[config.mk]
export PLATFORM = sky130hd
export DESIGN_NAME = hndshk_tx_arbiter
export DESIGN_NICKNAME = d
export VERILOG_FILES = /design/src/rtl/hndshk_arb_pkg.sv /design/src/rtl/rr_arbiter.sv /design/src/rtl/hndshk_tx_arbiter.sv
export SDC_FILE = /design/constraint.sdc
export NUM_CORES = 1
export LEC_CHECK = 0
export ABC_AREA = 1
export CORE_MARGIN = 10
export CORE_UTILIZATION = 43
export DETAILED_ROUTE_END_ITERATION = 8
export PLACE_DENSITY = 0.86
export SLEW_MARGIN = 20
export SYNTH_ARGS = -nofsm -noshare
export SYNTH_HDL_FRONTEND = slang
export SYNTH_SLANG_ARGS = --single-unit
export TNS_END_PERCENT = 50
[constraint.sdc]
create_clock -name clk -period 5.46 [get_ports clk]
set_input_delay 0.819 -clock clk [delete_from_list [all_inputs] [get_ports clk]]
set_output_delay 0.819 -clock clk [all_outputs]
set_load 0.1 [all_outputs]
[src/rtl/hndshk_arb_pkg.sv]
// Shared types and constants for hndshk_tx_arbiter.
// Optional ack-wait timeout is enabled with `define HNDSHK_ARB_TIMEOUT_EN.
package hndshk_arb_pkg;

    typedef enum logic [1:0] {
        IDLE       = 2'd0,
        ASSERT     = 2'd1,
        WAIT_DEACK = 2'd2
    } arb_state_t;

    localparam int unsigned TIMEOUT_CYC_MAX = 65535;
    localparam int unsigned TO_CNT_W        = $clog2(TIMEOUT_CYC_MAX + 1);

endpackage

[src/rtl/rr_arbiter.sv]
// Combinational round-robin picker: scans req starting at pointer, returns a
// one-hot winner (all zero when no request is pending).
module rr_arbiter #(
    parameter int unsigned N_REQ = 4,
    parameter int unsigned PTR_W = $clog2(N_REQ)
) (
    input  logic [N_REQ-1:0] req,
    input  logic [PTR_W-1:0] pointer,
    output logic [N_REQ-1:0] winner
);

    logic [PTR_W:0] w_sum;
    logic           w_found;

    always_comb begin
        winner  = '0;
        w_found = 1'b0;
        w_sum   = '0;
        for (int unsigned off = 0; off < N_REQ; off++) begin
            // wrap pointer+offset back into 0..N_REQ-1 without a divider
            w_sum = {1'b0, pointer} + (PTR_W + 1)'(off);
            if (w_sum >= (PTR_W + 1)'(N_REQ)) begin
                w_sum = w_sum - (PTR_W + 1)'(N_REQ);
            end
            if (!w_found && req[w_sum[PTR_W-1:0]]) begin
                winner[w_sum[PTR_W-1:0]] = 1'b1;
                w_found                  = 1'b1;
            end
        end
    end

endmodule

[src/rtl/hndshk_tx_arbiter.sv]
// Round-robin arbiter feeding a 4-phase req/ack handshake into another clock domain.
// Define HNDSHK_ARB_TIMEOUT_EN to abandon transfers whose ack never arrives.
module hndshk_tx_arbiter
    import hndshk_arb_pkg::*;
#(
    parameter int unsigned N_REQ       = 4,
    parameter int unsigned DATA_W      = 32,
    parameter int unsigned TIMEOUT_CYC = 255
) (
    input  logic                    clk,
    input  logic                    rst,
    input  logic [N_REQ-1:0]        req,
    input  logic [N_REQ*DATA_W-1:0] req_data,
    output logic [N_REQ-1:0]        grant,
    output logic                    t_rdy,
    output logic [DATA_W-1:0]       t_data,
    input  logic                    r_ack,
    output logic                    busy,
    output logic                    timeout_err
);

    localparam int unsigned PTR_W = $clog2(N_REQ);

    if (N_REQ < 2 || N_REQ > 8) begin : g_bad_n_req
        $error("hndshk_tx_arbiter: N_REQ must be 2..8");
    end
    if (TIMEOUT_CYC < 1 || TIMEOUT_CYC > TIMEOUT_CYC_MAX) begin : g_bad_timeout
        $error("hndshk_tx_arbiter: TIMEOUT_CYC must be 1..65535");
    end

    arb_state_t        r_state;
    arb_state_t        w_state_nxt;
    logic              r_ack_meta;
    logic              r_ack_s;
    logic [N_REQ-1:0]  r_grant;
    logic [N_REQ-1:0]  w_grant_nxt;
    logic              r_t_rdy;
    logic              w_t_rdy_nxt;
    logic [DATA_W-1:0] r_t_data;
    logic [DATA_W-1:0] w_t_data_nxt;
    logic [PTR_W-1:0]  r_ptr;
    logic [PTR_W-1:0]  w_ptr_nxt;
    logic [N_REQ-1:0]  w_winner;
    logic [PTR_W-1:0]  w_win_idx;
    logic [DATA_W-1:0] w_win_data;
    logic [PTR_W-1:0]  w_ptr_adv;
    logic              w_capture;
`ifdef HNDSHK_ARB_TIMEOUT_EN
    logic [TO_CNT_W-1:0] r_cnt;
    logic [TO_CNT_W-1:0] w_cnt_nxt;
    logic [TO_CNT_W-1:0] w_cnt_inc;
    logic                r_to_err;
    logic                w_to_err_nxt;
`endif

    always_ff @(posedge clk) begin
        if (rst) begin
            r_ack_meta <= 1'b0;
            r_ack_s    <= 1'b0;
        end else begin
            r_ack_meta <= r_ack;
            r_ack_s    <= r_ack_meta;
        end
    end

    rr_arbiter #(
        .N_REQ (N_REQ),
        .PTR_W (PTR_W)
    ) u_rr (
        .req     (req),
        .pointer (r_ptr),
        .winner  (w_winner)
    );

    always_comb begin
        w_win_idx  = '0;
        w_win_data = '0;
        for (int unsigned i = 0; i < N_REQ; i++) begin
            if (w_winner[i]) begin
                w_win_idx  = PTR_W'(i);
                w_win_data = req_data[i*DATA_W +: DATA_W];
            end
        end
        w_ptr_adv = (w_win_idx == PTR_W'(N_REQ - 1)) ? '0 : w_win_idx + 1'b1;
    end

    always_comb begin
        w_state_nxt  = r_state;
        w_grant_nxt  = '0;
        w_t_rdy_nxt  = r_t_rdy;
        w_t_data_nxt = r_t_data;
        w_ptr_nxt    = r_ptr;
        w_capture    = 1'b0;
`ifdef HNDSHK_ARB_TIMEOUT_EN
        w_cnt_inc    = r_cnt + 1'b1;
        w_cnt_nxt    = r_cnt;
        w_to_err_nxt = 1'b0;
`endif
        case (r_state)
            IDLE: begin
                w_capture = |req;
            end
            ASSERT: begin
`ifdef HNDSHK_ARB_TIMEOUT_EN
                w_cnt_nxt = w_cnt_inc;
`endif
                // ack is tested first so a same-cycle ack beats the timeout
                if (r_ack_s) begin
                    w_t_rdy_nxt  = 1'b0;
                    w_t_data_nxt = '0;
                    w_state_nxt  = WAIT_DEACK;
                end
`ifdef HNDSHK_ARB_TIMEOUT_EN
                else if (w_cnt_inc == TO_CNT_W'(TIMEOUT_CYC)) begin
                    w_t_rdy_nxt  = 1'b0;
                    w_t_data_nxt = '0;
                    w_to_err_nxt = 1'b1;
                    w_state_nxt  = WAIT_DEACK;
                end
`endif
            end
            WAIT_DEACK: begin
                if (!r_ack_s) begin
                    if (|req) begin
                        w_capture = 1'b1;
                    end else begin
                        w_state_nxt = IDLE;
                    end
                end
            end
            default: begin
                w_state_nxt = IDLE;
            end
        endcase

        if (w_capture) begin
            w_state_nxt  = ASSERT;
            w_grant_nxt  = w_winner;
            w_t_rdy_nxt  = 1'b1;
            w_t_data_nxt = w_win_data;
            w_ptr_nxt    = w_ptr_adv;
`ifdef HNDSHK_ARB_TIMEOUT_EN
            w_cnt_nxt    = '0;
`endif
        end
    end

    always_ff @(posedge clk) begin
        if (rst) begin
            r_state  <= IDLE;
            r_grant  <= '0;
            r_t_rdy  <= 1'b0;
            r_t_data <= '0;
            r_ptr    <= '0;
        end else begin
            r_state  <= w_state_nxt;
            r_grant  <= w_grant_nxt;
            r_t_rdy  <= w_t_rdy_nxt;
            r_t_data <= w_t_data_nxt;
            r_ptr    <= w_ptr_nxt;
        end
    end

`ifdef HNDSHK_ARB_TIMEOUT_EN
    always_ff @(posedge clk) begin
        if (rst) begin
            r_cnt    <= '0;
            r_to_err <= 1'b0;
        end else begin
            r_cnt    <= w_cnt_nxt;
            r_to_err <= w_to_err_nxt;
        end
    end

    assign timeout_err = r_to_err;
`else
    assign timeout_err = 1'b0;
`endif

    assign grant  = r_grant;
    assign t_rdy  = r_t_rdy;
    assign t_data = r_t_data;
    assign busy   = (r_state != IDLE);

endmodule
Word level (Yosys, flattened, before mapping)
Cells that the tools add are included.

word-level totals
  flip-flop bits (word level) = 43
  output and inout port bits = 39
  input bits = 135

cells by class
  $lt $le $gt $ge = 12
  muxes and demuxes = 49
  reduce and logical (&&, ||, !) cells = 20
  bitwise logic cells = 5
  add/subtract/negate cells = 8
  equal/unequal tests = 10

operators by type and width
  kind                                                                count
  two-way mux 32 bit                                                  7
  two-way mux 2 bit                                                   10
  two-way mux 1 bit                                                   18
  two-way mux 4 bit                                                   4
  less-than comparator 2 x 3 -> 1 bit (second input constant)         4
  bitwise OR 4 bit                                                    3
  greater-or-equal comparator 3 bit (second input constant)           3
  inequality test 3 bit (second input constant)                       3
  binary-select mux 1 bit (select 2 bit)                              4
  demux 1 bit (select 2 bit)                                          4
  greater-or-equal comparator 2 x 1 -> 1 bit (second input constant)  4
  inequality test 2 bit (second input constant)                       4
  AND reduction 4 bit                                                 2
  subtractor 2 x 1 -> 2 bit (second input constant)                   4
  logical AND 1 bit                                                   7
  adder 2 x 2 -> 3 bit (second input constant)                        2
  case mux 2 bit (3 select lines)                                     1
  nonzero test 2 bit                                                  3
  == test 2 bit (second input constant)                               2
  OR reduction 2 bit                                                  2
  OR reduction 4 bit                                                  1
  adder 2 x 1 -> 3 bit (second input constant)                        1
  greater-or-equal comparator 2 x 3 -> 1 bit (second input constant)  1
  zero test 1 bit                                                     3
  other kinds (6)                                                     7

Logic depth before layout (Yosys ltp)
  word-level depth = 19
  mapped depth = 16
  depth with buffers taken out = 15

Cells and area by module
Synthesis repeated with hierarchy kept, for this count alone.

unflattened totals
  cell total of the unflattened synthesis = 578
  area, all modules = 3608.5 um2

modules (own cells, without submodules)
  module             instances  seq. area each (um2)  area an instance (um2)  cells each
  hndshk_tx_arbiter  1          860.8                 3211.8                  505
  rr_arbiter         1          0.0                   396.6                   73

Least setup slack after synthesis
OpenSTA, ideal clock, no wires.

  kind = register to register
  from = register r_ptr[0]
  to = register r_t_data[10], in the netlist t_data[10]
  arrival time = 2077 ps
  stages on the path, launching flop included = 17
  period minus slack after synthesis = 2209 ps
  required time = 5328 ps
  buffers on the path = 1
  setup slack = 3251 ps
  cells stage by stage = dfxtp_1 inv_2 ha_1 inv_1 nand3_1 nand2_1 nand2_4 inv_2 nand3_1 nand2_1 nor2_2 buf_4 nand3_1 nand3_1 nand2_1 nand2_1 a21oi_1

on the way
  word-level cells in the longest chain between the ends = 19
  elaborated cells between the ends (all ways) = 64
  classes of those cells = add/sub (7); order compare (12); mux (32); bitwise (3); reduce/logical (10)

ends and longest elaborated chain
  item                                                                           line                      RTL
  start, declared                                                                hndshk_tx_arbiter.sv:41   logic [PTR_W-1:0] r_ptr;
  start signal, assigned                                                         hndshk_tx_arbiter.sv:160  r_ptr <= w_ptr_nxt;
  parallel branches: the longest is 13 deep, another holds adder 2 x 1 -> 3 bit  --
  two-way mux 4 bit *                                                            rr_arbiter.sv:25          if (!w_found && req[w_sum[PTR_W-1:0]]) begin
  two-way mux 32 bit (3 in a row)                                                hndshk_tx_arbiter.sv:79   if (w_winner[i]) begin
  two-way mux 32 bit *                                                           hndshk_tx_arbiter.sv:79
  two-way mux 32 bit *                                                           hndshk_tx_arbiter.sv:136  if (w_capture) begin
  end signal, assigned                                                           hndshk_tx_arbiter.sv:159  r_t_data <= w_t_data_nxt;
  end, declared                                                                  hndshk_tx_arbiter.sv:39   logic [DATA_W-1:0] r_t_data;

Mark *: on every way between the ends. The select of a mux whose other input is x is not followed.
A chain may end at the register's enable or synchronous reset.

Worst setup path after layout
  from = register r_ptr[0]
  to = register r_t_data[7], in the netlist t_data[7]

Same word-level chain as after synthesis.

==> flow_metrics.env <==
export IMPL_synth_area_sq_um=3320
export IMPL_synth_seq_cells=43
export IMPL_drive_gt1_share_pct=3.45
export IMPL_postCtsSetupBuffers=0
export IMPL_cpPeakStageDelay_ns=0.88
export IMPL_finalPower_mw=2.88
export IMPL_htreeDepth=2
export IMPL_synthFlopType="dfxtp_1"
export IMPL_syn_avg_cell_area_sq_um=5.50
export IMPL_wl_per_cell_um=15.1
export IMPL_leakagePower_nw=2.50
export IMPL_yosysTopAreaCell="dfxtp_1"
export IMPL_async_reset_ff_share_pct=0
export IMPL_antenna_left=0
export IMPL_start_util_pct=45.1
export IMPL_multiInputGateArea_sq_um=1940
export IMPL_tightestPinTransition_ns=1.05
export IMPL_dp_cells=845
export IMPL_synth_net_count=745
export IMPL_clk_latency_ns=0.29
export IMPL_die_height_um=108
export IMPL_num_vias=4325
export IMPL_status="completed"
export IMPL_seqCellArea_sq_um=861
export IMPL_post_route_period_util_pct=68.5
export IMPL_dieArea_sq_um=11600
export IMPL_drt_iter0_markers=183
export IMPL_yosysWarnings=0
export IMPL_rows=31
export IMPL_grt_pass1_wl_um=20300
export IMPL_relSlewSlack_pct=29.9
export IMPL_cp_max_fo=34
export IMPL_grt_use_total_pct=21.1
export IMPL_crit_path_start_kind="flip-flop"
export IMPL_worst_slack_ns=1.72
export IMPL_use_met1_pct=23.6
export IMPL_grt_use_met2_pct=37.2
export IMPL_power_density_nw_per_um2=567
export IMPL_crit_arrival_ns=3.91
export IMPL_r2r_setup_slack_ns=1.72
export IMPL_clkTransAtPathRegs_ns=0.08
export IMPL_synth_most_common_cell="nand2_1"
export IMPL_path_buf_inv=3
export IMPL_top_usage_layer="met2"
export IMPL_core_area_sq_um=7370
export IMPL_cts_buffer_depth=2
export IMPL_hold_violations=0
export IMPL_path_cells="inv_2 > ha_1 > inv_1 > nand3_1 > nand2_1 > nand3_1 > nand2_1 > inv_1 > nand3_2 > nor2_4 > nand2_1 > nand3_1 > nand2_1 > nand2_1 > a21oi_1"
export IMPL_io_pin_count=174
export IMPL_finalSetupViolCount=0
export IMPL_yosysTopAreaCellShare_pct=25.9
export IMPL_synth_area_leaders="dfxtp_1 26%, nand2_1 26%, nand3_1 12%"
export IMPL_die_width_um=108
export IMPL_yosysSeqAreaShare_pct=25.9
export IMPL_fin_crit_ns=3.74
export IMPL_use_met3_pct=7.25
export IMPL_finClkSkew_ns=0.00619
export IMPL_crit_family="simple AND/OR/NAND/NOR gates"
export IMPL_clock_sinks=43
export IMPL_grt_max_degree=67
export IMPL_post_cts_resized=0
export IMPL_cpMaxStageDelayCell="nor2_4"
export IMPL_hpwl_um=9790
export IMPL_fin_cells=853
export IMPL_fmax_ghz=0.267
export IMPL_cts_tree="yes"
export IMPL_route_detailed_drc=0
export IMPL_synth_cell_type_count=27
export IMPL_antenna_found_initial=0
export IMPL_synth_edf_count=0
export IMPL_cts_hold_buf=0
export IMPL_cts_buffers=5
export IMPL_maxCapViolCount=0
export IMPL_synth_cells=604
export IMPL_finalSetupTns_ns=0
export IMPL_fillers=660
export IMPL_grt_pass1_vias=4336
export IMPL_hold_path_class="flip-flop to flip-flop"
export IMPL_drt_wl_total_um=12900
export IMPL_portBuffers=172
export IMPL_crit_required_ns=5.63
export IMPL_ir_worst_vdd_mv=0.299
export IMPL_slew_viol_final=0
export IMPL_area_delta_synth_final_pct=53.2
export IMPL_end_kind="flip-flop"
export IMPL_antennaDiodeCount=0
export IMPL_nNetsFinal=894
export IMPL_pre_cts_ws_ns=1.46
export IMPL_viasPerCell=5.07
export IMPL_synth_top_cells_by_count="229 x nand2_1, 83 x inv_1, 80 x nand3_1"
export IMPL_first_pass_iters=5
export IMPL_cts_root_buffer="clkbuf_8"
export IMPL_cp_common_cell="nand2_1"
export IMPL_routabilityCongestion=0.983
export IMPL_overflow=0
export IMPL_rsz0062_at_grt="no"
export IMPL_critical_path_class="flip-flop to flip-flop"
## power by group
group,switching [mW],internal [mW]
Combinational,1.58,0.650
Clock,0.111,0.0895
Sequential,0.0504,0.402
## final timing paths
kind / start / end / cells past startpoint
hold / removal: r_ack_meta$_SDFF_PP0_ / r_ack_s$_SDFF_PP0_ / 2
hold reg to reg: r_ack_meta$_SDFF_PP0_ / r_ack_s$_SDFF_PP0_ / 2
setup / recovery: r_ptr[0]$_SDFFE_PP0P_ / t_data[7]$_SDFFE_PP0P_ / 15
setup reg to reg: r_ptr[0]$_SDFFE_PP0P_ / t_data[7]$_SDFFE_PP0P_ / 15
## metrics by stage
step	util (%)	area [sq um]	hold WS, ns
floorplan	-	3320	0.388
global placement	67.9	5000	0.413
detailed placement	67.9	5000	0.414
finish	69.0	5090	0.419
global route	69.0	5090	0.432
CTS	69.0	5090	0.426
## cells by family (layout without fill, tap and decap cells)
family                     after synthesis  count (layout)  share of synthesized area [%]
adders and majority gates                6               6                           2.26
other                                    1               1                          0.113
and+or+nand+nor                        394             394                           49.9
AOI/OAI and AO/OA                       39              39                           6.10
DFF                                     43              43                           25.9
buffers and inverters                  121             271                           15.7
## flip-flops by register name (all words and copies together), names as in the netlist
| signal | count |
|---|---|
| r_state | 2 |
| r_ack_meta | 1 |
| t_rdy | 1 |
| r_ptr | 2 |
| grant | 4 |
| r_ack_s | 1 |
| t_data | 32 |
## metal layers
metal	up-vias	wire, um
met5	-	0
met4	0	240
met3	23	1370
met2	205	6220
met1	1968	5070
li1	2129	-
## tightest hold or removal path, cell delays in order (launching register included)
cell and delay, ns:
dfxtp_1 0.31, inv_1 0.04, nor2_1 0.03
## cell usage in the layout, fill, tap and decap left out
| master | synthesis | layout |
|---|---|---|
| nor2_2 | 1 | 1 |
| a21oi_1 | 34 | 34 |
| conb_1 | 1 | 1 |
| buf_4 | 8 | 3 |
| nor2_1 | 72 | 72 |
| nand3_4 | 1 | 1 |
| clkbuf_1 | 9 | 1 |
| a41oi_1 | 1 | 1 |
| nor4_1 | 1 | 1 |
| clkbuf_8 | 0 | 5 |
| nand3_2 | 4 | 4 |
| inv_1 | 83 | 83 |
| clkinvlp_4 | 0 | 1 |
| nand4_1 | 1 | 1 |
| o22ai_1 | 2 | 2 |
| clkinv_1 | 1 | 1 |
| nor2_4 | 2 | 2 |
| nand3_1 | 80 | 80 |
| a31oi_1 | 1 | 1 |
| ha_1 | 6 | 6 |
| nand2_4 | 2 | 2 |
| dfxtp_1 | 43 | 43 |
| or2_2 | 1 | 1 |
| inv_2 | 4 | 3 |
| clkinv_2 | 0 | 2 |
| clkdlybuf4s50_1 | 0 | 172 |
| nand2_1 | 229 | 229 |
| o21ai_2 | 0 | 1 |
## cell type report
class / instances / share of cell area [%]
Clock inverter: 2 / 0.246
Multi-Input combinational cell: 440 / 38.2
Sequential cell: 43 / 16.9
Inverter: 88 / 6.52
Timing Repair Buffer: 175 / 34.3
Tap cell: 99 / 2.43
Clock buffer: 6 / 1.43
No activity file was read; power rests on OpenSTA's default activity.
